<file path="src/rtl/dm_access_ctrl_if.sv">
// Pipeline request/response channel plus word-wide data-memory bus for dm_access_ctrl.
interface dm_access_ctrl_if;
    localparam int unsigned XLEN = 32;

    logic              req_valid;
    logic              req_ready;
    logic              req_we;
    logic [1:0]        req_size;
    logic              req_unsigned;
    logic [XLEN-1:0]   req_addr;
    logic [XLEN-1:0]   req_wdata;
    logic              resp_valid;
    logic              resp_err;
    logic [XLEN-1:0]   resp_rdata;
    logic              DM_WE;
    logic [XLEN-1:0]   DM_Adr;
    logic [XLEN-1:0]   DM_WDATA;
    logic [XLEN-1:0]   DM_Rdata;

    modport master (
        output req_valid, req_we, req_size, req_unsigned, req_addr, req_wdata, DM_Rdata,
        input  req_ready, resp_valid, resp_err, resp_rdata, DM_WE, DM_Adr, DM_WDATA
    );

    modport slave (
        input  req_valid, req_we, req_size, req_unsigned, req_addr, req_wdata, DM_Rdata,
        output req_ready, resp_valid, resp_err, resp_rdata, DM_WE, DM_Adr, DM_WDATA
    );
endinterface

</file>
<file path="src/rtl/dm_access_ctrl.sv">
// Data-memory access controller: byte/half/word loads with extension, sub-word stores
// by read-modify-write, misaligned/out-of-range requests answered with an error.
module dm_access_ctrl #(
    parameter int unsigned DMEM_SIZE  = 1024,
    parameter bit          BIG_ENDIAN = 1'b1
) (
    input logic             CLK,
    input logic             RST,
    dm_access_ctrl_if.slave bus
);
    localparam logic [2:0] S_IDLE    = 3'd0;
    localparam logic [2:0] S_ISSUE   = 3'd1;
    localparam logic [2:0] S_CAPTURE = 3'd2;
    localparam logic [2:0] S_WRITE   = 3'd3;
    localparam logic [2:0] S_RESP    = 3'd4;
    localparam logic [2:0] S_ERR     = 3'd5;

    localparam logic [1:0] SZ_BYTE = 2'b00;
    localparam logic [1:0] SZ_HALF = 2'b01;
    localparam logic [1:0] SZ_WORD = 2'b10;
    localparam logic [1:0] SZ_RSVD = 2'b11;

    logic [2:0]  state, state_next;
    logic        we_q, uns_q;
    logic [1:0]  size_q;
    logic [31:0] addr_q, wdata_q, merged_q, rdata_q;
    logic        accept, req_bad;
    logic [1:0]  byte_lane;
    logic        half_lane;
    logic [7:0]  sel_byte;
    logic [15:0] sel_half;
    logic [31:0] load_val, merged_val, word_adr;

    assign accept   = bus.req_valid && (state == S_IDLE);
    assign word_adr = {addr_q[31:2], 2'b00};

    // Request legality, evaluated on the live inputs at accept time
    always_comb begin
        req_bad = 1'b0;
        case (bus.req_size)
            SZ_BYTE: req_bad = 1'b0;
            SZ_HALF: req_bad = bus.req_addr[0];
            SZ_WORD: req_bad = |bus.req_addr[1:0];
            SZ_RSVD: req_bad = 1'b1;
            default: req_bad = 1'b1;
        endcase
        if ({2'b00, bus.req_addr[31:2]} >= 32'(DMEM_SIZE)) req_bad = 1'b1;
    end

    // Lane select: in big-endian mode byte offset 0 lives in the top byte
    assign byte_lane = BIG_ENDIAN ? ~addr_q[1:0] : addr_q[1:0];
    assign half_lane = BIG_ENDIAN ? ~addr_q[1]   : addr_q[1];
    assign sel_byte  = bus.DM_Rdata[{byte_lane, 3'b000} +: 8];
    assign sel_half  = bus.DM_Rdata[{half_lane, 4'b0000} +: 16];

    always_comb begin
        case (size_q)
            SZ_BYTE: load_val = {{24{sel_byte[7] & ~uns_q}}, sel_byte};
            SZ_HALF: load_val = {{16{sel_half[15] & ~uns_q}}, sel_half};
            default: load_val = bus.DM_Rdata;
        endcase
    end

    always_comb begin
        merged_val = bus.DM_Rdata;
        if (size_q == SZ_BYTE) merged_val[{byte_lane, 3'b000} +: 8]   = wdata_q[7:0];
        else                   merged_val[{half_lane, 4'b0000} +: 16] = wdata_q[15:0];
    end

    always_ff @(posedge CLK or posedge RST) begin
        if (RST) state <= S_IDLE;
        else     state <= state_next;
    end

    // Request latch and result registers; an error response reports zero load data
    always_ff @(posedge CLK or posedge RST) begin
        if (RST) begin
            we_q     <= 1'b0;
            uns_q    <= 1'b0;
            size_q   <= 2'b00;
            addr_q   <= '0;
            wdata_q  <= '0;
            merged_q <= '0;
            rdata_q  <= '0;
        end else begin
            if (accept) begin
                we_q    <= bus.req_we;
                uns_q   <= bus.req_unsigned;
                size_q  <= bus.req_size;
                addr_q  <= bus.req_addr;
                wdata_q <= bus.req_wdata;
                if (req_bad) rdata_q <= '0;
            end
            if (state == S_CAPTURE) begin
                if (we_q) merged_q <= merged_val;
                else      rdata_q  <= load_val;
            end
        end
    end

    assign bus.resp_rdata = rdata_q;

    // Next state plus memory/handshake decode; DM_* fall to idle values as soon as RST forces IDLE
    always_comb begin
        state_next     = state;
        bus.req_ready  = 1'b0;
        bus.resp_valid = 1'b0;
        bus.resp_err   = 1'b0;
        bus.DM_WE      = 1'b0;
        bus.DM_Adr     = '0;
        bus.DM_WDATA   = '0;
        case (state)
            S_IDLE: begin
                bus.req_ready = 1'b1;
                if (bus.req_valid) state_next = req_bad ? S_ERR : S_ISSUE;
            end
            S_ISSUE: begin
                bus.DM_Adr = word_adr;
                if (we_q && (size_q == SZ_WORD)) begin
                    bus.DM_WE    = 1'b1;
                    bus.DM_WDATA = wdata_q;
                    state_next   = S_RESP;
                end else begin
                    state_next   = S_CAPTURE;
                end
            end
            S_CAPTURE: begin
                bus.DM_Adr = word_adr;
                state_next = we_q ? S_WRITE : S_RESP;
            end
            S_WRITE: begin
                bus.DM_WE    = 1'b1;
                bus.DM_Adr   = word_adr;
                bus.DM_WDATA = merged_q;
                state_next   = S_RESP;
            end
            S_RESP: begin
                bus.resp_valid = 1'b1;
                state_next     = S_IDLE;
            end
            S_ERR: begin
                bus.resp_valid = 1'b1;
                bus.resp_err   = 1'b1;
                state_next     = S_IDLE;
            end
            default: state_next = S_IDLE;
        endcase
    end
endmodule

</file>
<file path="src/flat_wrapper.sv">
// flat-port wrapper written by rule: the top's interface ports become plain ports
module dm_access_ctrl_flat 
#(
    parameter int unsigned DMEM_SIZE  = 1024,
    parameter bit          BIG_ENDIAN = 1'b1
)
  (CLK, RST, bus_req_valid, bus_req_we, bus_req_size, bus_req_unsigned, bus_req_addr, bus_req_wdata, bus_DM_Rdata, bus_req_ready, bus_resp_valid, bus_resp_err, bus_resp_rdata, bus_DM_WE, bus_DM_Adr, bus_DM_WDATA);
  dm_access_ctrl_if bus_i ();
  input logic CLK;
  input logic RST;
  input wire logic [$bits(bus_i.req_valid)-1:0] bus_req_valid;
  input wire logic [$bits(bus_i.req_we)-1:0] bus_req_we;
  input wire logic [$bits(bus_i.req_size)-1:0] bus_req_size;
  input wire logic [$bits(bus_i.req_unsigned)-1:0] bus_req_unsigned;
  input wire logic [$bits(bus_i.req_addr)-1:0] bus_req_addr;
  input wire logic [$bits(bus_i.req_wdata)-1:0] bus_req_wdata;
  input wire logic [$bits(bus_i.DM_Rdata)-1:0] bus_DM_Rdata;
  output wire logic [$bits(bus_i.req_ready)-1:0] bus_req_ready;
  output wire logic [$bits(bus_i.resp_valid)-1:0] bus_resp_valid;
  output wire logic [$bits(bus_i.resp_err)-1:0] bus_resp_err;
  output wire logic [$bits(bus_i.resp_rdata)-1:0] bus_resp_rdata;
  output wire logic [$bits(bus_i.DM_WE)-1:0] bus_DM_WE;
  output wire logic [$bits(bus_i.DM_Adr)-1:0] bus_DM_Adr;
  output wire logic [$bits(bus_i.DM_WDATA)-1:0] bus_DM_WDATA;
  assign bus_i.req_valid = bus_req_valid;
  assign bus_i.req_we = bus_req_we;
  assign bus_i.req_size = bus_req_size;
  assign bus_i.req_unsigned = bus_req_unsigned;
  assign bus_i.req_addr = bus_req_addr;
  assign bus_i.req_wdata = bus_req_wdata;
  assign bus_i.DM_Rdata = bus_DM_Rdata;
  assign bus_req_ready = bus_i.req_ready;
  assign bus_resp_valid = bus_i.resp_valid;
  assign bus_resp_err = bus_i.resp_err;
  assign bus_resp_rdata = bus_i.resp_rdata;
  assign bus_DM_WE = bus_i.DM_WE;
  assign bus_DM_Adr = bus_i.DM_Adr;
  assign bus_DM_WDATA = bus_i.DM_WDATA;
  dm_access_ctrl #(.DMEM_SIZE(DMEM_SIZE), .BIG_ENDIAN(BIG_ENDIAN)) u_core (.CLK(CLK), .RST(RST), .bus(bus_i));
endmodule
</file>
<file path="config.mk">
export PLATFORM = sky130hd
export DESIGN_NAME = dm_access_ctrl_flat
export DESIGN_NICKNAME = d
export VERILOG_FILES = /design/src/rtl/dm_access_ctrl_if.sv /design/src/rtl/dm_access_ctrl.sv /design/src/flat_wrapper.sv
export SDC_FILE = /design/constraint.sdc
export NUM_CORES = 1
export LEC_CHECK = 0
export BUFFER_PORTS_ARGS = -buffer_cell sky130_fd_sc_hd__buf_4
export CAP_MARGIN = 20
export CORE_ASPECT_RATIO = 1.4
export CORE_UTILIZATION = 30
export CTS_CLUSTER_SIZE = 24
export DETAILED_ROUTE_END_ITERATION = 8
export PLACE_DENSITY = 0.6
export SLEW_MARGIN = 40
export SYNTH_ARGS = -nofsm -noshare
export SYNTH_HDL_FRONTEND = slang
export SYNTH_SLANG_ARGS = --single-unit
</file>
<file path="constraint.sdc">
create_clock -name CLK -period 6 [get_ports CLK]
set_input_delay 0.3 -clock CLK [delete_from_list [all_inputs] [get_ports CLK]]
set_output_delay 0.3 -clock CLK [all_outputs]
set_load 0.03 [all_outputs]
</file>
==> results.cfg, run 1 <==
[synth]
yosys-top-cells-area = dfrtp_1 (48%), nand2_1 (13%), a22o_1 (5.3%), mux2i_1 (3.5%), o22ai_1 (3.4%)
yosysSeqAreaShare_pct = 47.6
synth.top_cell.area_share_pct = 47.6
syn_area_per_cell_um2 = 8.89
ys_seq_elements = 135
synthesis.area_mm2 = 0.00709
ys_types = 50
yosys.area.top_type = dfrtp_1
yosys_warnings = 0
syn_inst = 798

[floorplanning]
rows = 66
io_pins = 203
die-area_mm2 = 0.0243
initial_core_util_pct = 30.6
fp.dieH_um = 184
dieWidth_um = 132
core-area_mm2 = 0.0232

[setup_path]
path_class = reg -> out
cp_max_fo = 33
crit_required_ps = 5700
cp_cell_sequence = nand3b_1, nor3_4, buf_4, a22oi_1, nor2_1, buf_4
r2r_slack_ps = 3610
crit_path_start_kind = flop
critPathSlowestCell = dfrtp_1
worstRegToRegCells = 6
crit_path_frequent_cell = buf_4
slowest_delay_ps = 630
endpoint_kind = output pin
worst_ep_arrival_time_ps = 2570

[cts]
clk_path_buf_depth = 2
postCtsSetupBuffers = 0
cts_resized = 0
cts_hold_buffers = 0
cts_sinks = 135
cts_buffers = 17
h-tree-depth = 4
cts_tree = yes
clock-root-buffer = clkbuf_16
cts.clk_slew.worst_paths_ps = 70
clk_latency_ps = 430

[final_layout]
layout_commonest_cell = nand2_1
fin_nets = 1076
antenna_cells = 0
syn2layout_area_growth_pct = 33.1
final_core_util_pct = 40.7
drive_gt1_share_pct = 27.5
final_cell_mix = nand2_1 (248), buf_4 (212), dfrtp_1 (135)

[hold_path]
worst_hold_path_type = in -> async

[sta]
min_period_ps = 2870
hold_ws_ps = -40.6
rsz0062_at_grt = no
relSlewSlack_pct = 48.4
fin_tns_setup_ps = 0
finalCritPeriodShare_pct = 47.8
worst_pin_slew_ps = 774
maxSlewViolCount = 0
finalSetupViolations = 0
finClkSkew_ps = 9.95
hold_viol = 54
max_freq_mhz = 349

[pwr]
p_sw_w = 0.00234
pwr-share-clk_pct = 21.6
combPwrFrac_pct = 45.3
p_leak_nw = 4.62
power_density_mw_per_mm2 = 561
cellInternalPower_w = 0.00296
vdd_drop_max_v = 0.000246
total_power_w = 0.00530
pwr-share-seq_pct = 33.1
swShare_pct = 44.2

[global_routing]
grt_usage_pct = 19.9
antenna_found_initial = 0
grt-ovfl-total = 0
grt_max_degree = 88
grt_pass1_vias = 6352
grt_pass1_wl_um = 36500

[status]
status = finished with violations
violations = negative hold slack

[routing]
wl_per_cell_um = 18.5
first_iter_violations = 381
drt_wl_total_um = 23800
drc_errors = 0
drtPass1Iterations = 4
via_count = 6493
viasPerCell = 5.05
postRouteAntennaNets = 0

[placed_design]
gp_congestion = 0.814
io_buffers = 200
dp_hpwl_um = 17100

[job]
max-cap-violations = 0
## final timing paths
kind,from,endpoint
worst max-delay path,u_core.size_q[0],bus_DM_WDATA[1]
min in group CLK,bus_req_wdata[27],u_core.wdata_q[27]
max in group asynchronous,RST,u_core.bus.resp_rdata[25]
worst min register to register,u_core.addr_q[14],u_core.addr_q[14]
worst min-delay path,RST,u_core.addr_q[29]
worst max register to register,u_core.addr_q[1],u_core.merged_q[16]
## power by group through the flow
stage,Sequential [W],Combinational [W],Clock [W]
final,0.00175,0.00240,0.00114
after CTS,0.00176,0.00242,0.00117
after global placement,0.00177,0.00238,0
after global routing,0.00181,0.00264,0.00121
after detailed placement,0.00177,0.00241,0
after floorplan,0.00174,0.00162,0
## registers in the layout (all words and copies together) (netlist names)
signal,count
u_core.bus.resp_rdata,32
u_core.state,3
u_core.uns_q,1
u_core.size_q,2
u_core.wdata_q,32
u_core.addr_q,32
u_core.merged_q,32
u_core.we_q,1
## final cells by class
| cell class | instances | area (um2) |
|---|---|---|
| Fill cell | 2378 | 13800 |
| Multi-Input combinational cell | 595 | 3410 |
| Sequential cell | 135 | 3380 |
| Timing Repair Buffer | 212 | 1590 |
| Clock buffer | 18 | 439 |
| Tap cell | 306 | 383 |
| Clock inverter | 14 | 198 |
| Inverter | 7 | 33.8 |
## logic make-up after synthesis
logic type / synth area share, %
buffers and inverters: 4.55
adder cells (fa/ha/maj): 0.882
AND/OR/NAND/NOR: 22.3
multiplexers: 3.53
flip-flops: 47.6
AO/OA/AOI/OAI: 21.0
other: 0.0529
## layer usage
metal / part of all wire, % / up-vias / GRT usage [%]
met5: 0 / - / 0
met4: 3.3 / 0 / 9.30
met3: 6.8 / 45 / 5.16
met2: 49 / 235 / 33.7
met1: 40 / 3100 / 23.3
li1: - / 3113 / -
## Yosys cell counts (all sizes together)
master / instances
nor2b: 3
o21a: 2
o32ai: 1
a311oi: 1
o21ba: 1
o21ai: 20
a2111oi: 1
a22oi: 13
o22ai: 39
o221ai: 1
a211oi: 16
dfrtp: 135
nand2b: 4
clkbuf: 23
ha: 5
nor3b: 1
nor3: 4
and2: 33
a41o: 2
nor4b: 1
mux2i: 25
a22o: 43
o21bai: 1
a21o: 1
and3b: 1
a21oi: 30
nor2: 58
a2bb2oi: 7
nand3: 1
inv: 7
conb: 1
nor4bb: 1
a221oi: 16
nand3b: 3
or2: 2
nor4: 6
nand2: 249
o211ai: 1
buf: 39
## critical path: cells and delay by family (launching register included)
kind / cells / cell delay, ps
simple gates: 3 / 780
flops: 1 / 630
buf+inv: 2 / 590
compound gates: 1 / 140
## metrics by stage
step | worst slack (ps) | instances | cell area (um2)
2_1_floorplan | 2090 | 799 | 7100
3_3_place_gp | 3580 | 1253 | 8780
3_5_place_dp | 3570 | 1255 | 8800
4_1_cts | 3100 | 1287 | 9430
5_1_grt | 3000 | 1287 | 9440
6_report | 3130 | 1287 | 9440
Note: power is estimated with default switching activity, not from simulation.
==> inputs of run 2 (changes only) <==
- ABC_AREA: default -> 1
- PLACE_DENSITY: 0.6 -> 0.59
- clock period: 6 -> 3 ns (I/O delays scaled with it)
==> run 2 against run 1 <==
The flow finishes with violations (design-rule violations). Critical path type unchanged. Setup slack lost 2500 ps. Via count grew 23%. Register-to-register slack lost 2800 ps.
==> results.cfg, run 2 <==
[sta]
relSlewSlack_pct = 51.9
hold_ws_ps = 61.6
finClkSkew_ps = 6.31
maxSlewViolCount = 0
max_freq_mhz = 417
worst_pin_slew_ps = 720
fin_tns_setup_ps = 0
hold_viol = 0
rsz0062_at_grt = no
finalCritPeriodShare_pct = 79.9
min_period_ps = 2400
finalSetupViolations = 0

[setup_path]
crit_required_ps = 2850
worst_ep_arrival_time_ps = 2250
cp_max_fo = 33
endpoint_kind = output pin
path_class = reg -> out
crit_path_start_kind = flop
worstReg2RegEnd = u_core.bus.resp_rdata[30]
reg2reg_from = u_core.addr_q[1]
worstRegToRegCells = 7
r2r_slack_ps = 830

[routing]
postRouteAntennaNets = 0
first_iter_violations = 528
via_count = 7998
drc_errors = 20
viasPerCell = 4.75
drt_wl_total_um = 27100
wl_per_cell_um = 16.1
drtPass1Iterations = 7

[cts]
cts.clk_slew.worst_paths_ps = 60
clk_path_buf_depth = 2
cts_buffers = 17
postCtsSetupBuffers = 0
h-tree-depth = 4
cts_hold_buffers = 70
cts_tree = yes
cts_sinks = 135
clock-root-buffer = clkbuf_16
cts_resized = 0
clk_latency_ps = 430

[global_routing]
grt_usage_pct = 20.6
grt-ovfl-total = 0
grt_pass1_wl_um = 42300
grt_max_degree = 89
antenna_found_initial = 0
grt_pass1_vias = 7848

[floorplanning]
initial_core_util_pct = 30.6
rows = 69
fp.dieH_um = 193
core-area_mm2 = 0.0255
dieWidth_um = 138
die-area_mm2 = 0.0266
io_pins = 203

[hold_path]
min_to = u_core.bus.resp_rdata[24]
whs_path_depth = 5
worst_hold_path_type = in -> reg
holdCritStartpoint = bus_DM_Rdata[24]

[final_layout]
fin_nets = 1461
antenna_cells = 0
syn2layout_area_growth_pct = 39.0
drive_gt1_share_pct = 19.9
final_cell_mix = nand2_1 (291), buf_4 (212), inv_1 (166)
layout_commonest_cell = nand2_1

[synth]
synth.top_cell.area_share_pct = 43.3
syn_area_per_cell_um2 = 6.98
yosys-top-cells-area = dfrtp_1 (43%), nand2_1 (14%), inv_1 (8.0%), o21ai_1 (6.8%), nor2_1 (5.3%)
yosys.cell_count.top_type = nand2_1
yosys_warnings = 0
yosysSeqAreaShare_pct = 43.3
synth_ff_type = dfrtp_1
ys_types = 26
synthesis.area_mm2 = 0.00779
synth_edf_count = 0
synth-async-reset-ratio_pct = 100
syn_inst = 1117
ys_seq_elements = 135
yosys.area.top_type = dfrtp_1
synth_commonest_cells = nand2_1 (291), inv_1 (167), dfrtp_1 (135)

[job]
max-cap-violations = 0

[pwr]
vdd_drop_max_v = 0.000493
p_leak_nw = 5.45
power_density_mw_per_mm2 = 1050

[placed_design]
dp_hpwl_um = 19600
io_buffers = 200
gp_congestion = 0.930

[status]
status = finished with violations
violations = design-rule violations
-- run 2: metrics by stage --
stage          worst slack [ps]  util, %  cell area [um2]  instances  total power (W)
6_report                    602     42.5            10800       1684           0.0113
4_1_cts                     614     42.5            10800       1684           0.0114
3_3_place_gp                900     37.3             9490       1583          0.00890
3_5_place_dp                894     37.3             9490       1583          0.00896
5_1_grt                     525     42.5            10800       1684           0.0122
2_1_floorplan              1150        -             7800       1118          0.00726
-- run 2: layout make-up --
cell class	instances	area [um2]
Clock buffer	18	439
Clock inverter	13	203
Fill cell	2628	14600
Inverter	177	668
Multi-Input combinational cell	736	3370
Sequential cell	135	3380
Tap cell	319	399
Timing Repair Buffer	286	2370
-- run 2: logic make-up after synthesis --
group,count (synthesis),share of synthesized area (%)
AND/OR/NAND/NOR,457,23.3
AO/OA/AOI/OAI,272,18.9
buffers and inverters,247,13.6
flip-flops,135,43.3
adder cells (fa/ha/maj),5,0.803
other,1,0.0481
-- run 2: where the power goes --
part | internal [W] | switching [W] | leakage [nW]
Clock | 0.00149 | 0.000832 | 0.312
Combinational | 0.00193 | 0.00389 | 3.45
Sequential | 0.00271 | 0.000489 | 1.69
Total | 0.00613 | 0.00521 | 5.45
-- run 2: worst max path at each step --
| stage | from | to | cells after the start |
|---|---|---|---|
| finish | u_core.size_q[0] | bus_DM_WDATA[18] | 6 |
| global route | u_core.size_q[1] | bus_DM_WDATA[0] | 5 |
| CTS | u_core.size_q[0] | bus_DM_WDATA[18] | 6 |
| detailed placement | u_core.addr_q[1] | u_core.bus.resp_rdata[30] | 7 |
| global placement | u_core.addr_q[1] | u_core.bus.resp_rdata[30] | 7 |
| floorplan | u_core.addr_q[1] | u_core.merged_q[16] | 9 |
-- run 2: per-layer routing --
layer / routed length [um] / vias to the layer above / part of all wire, % / track usage (%)
li1: - / 4003 / - / -
met1: 11400 / 3691 / 42 / 25.1
met2: 13300 / 246 / 49 / 35.0
met3: 1200 / 58 / 4.4 / 3.37
met4: 1130 / 0 / 4.2 / 11.0
met5: 0 / - / 0 / 0
-- run 2: worst max-delay path: stages (launching register included) --
cell	delay (ps)
dfrtp_1	520
inv_2	180
nand3_1	130
nor2_1	70
inv_2	460
o22ai_1	210
buf_4	220
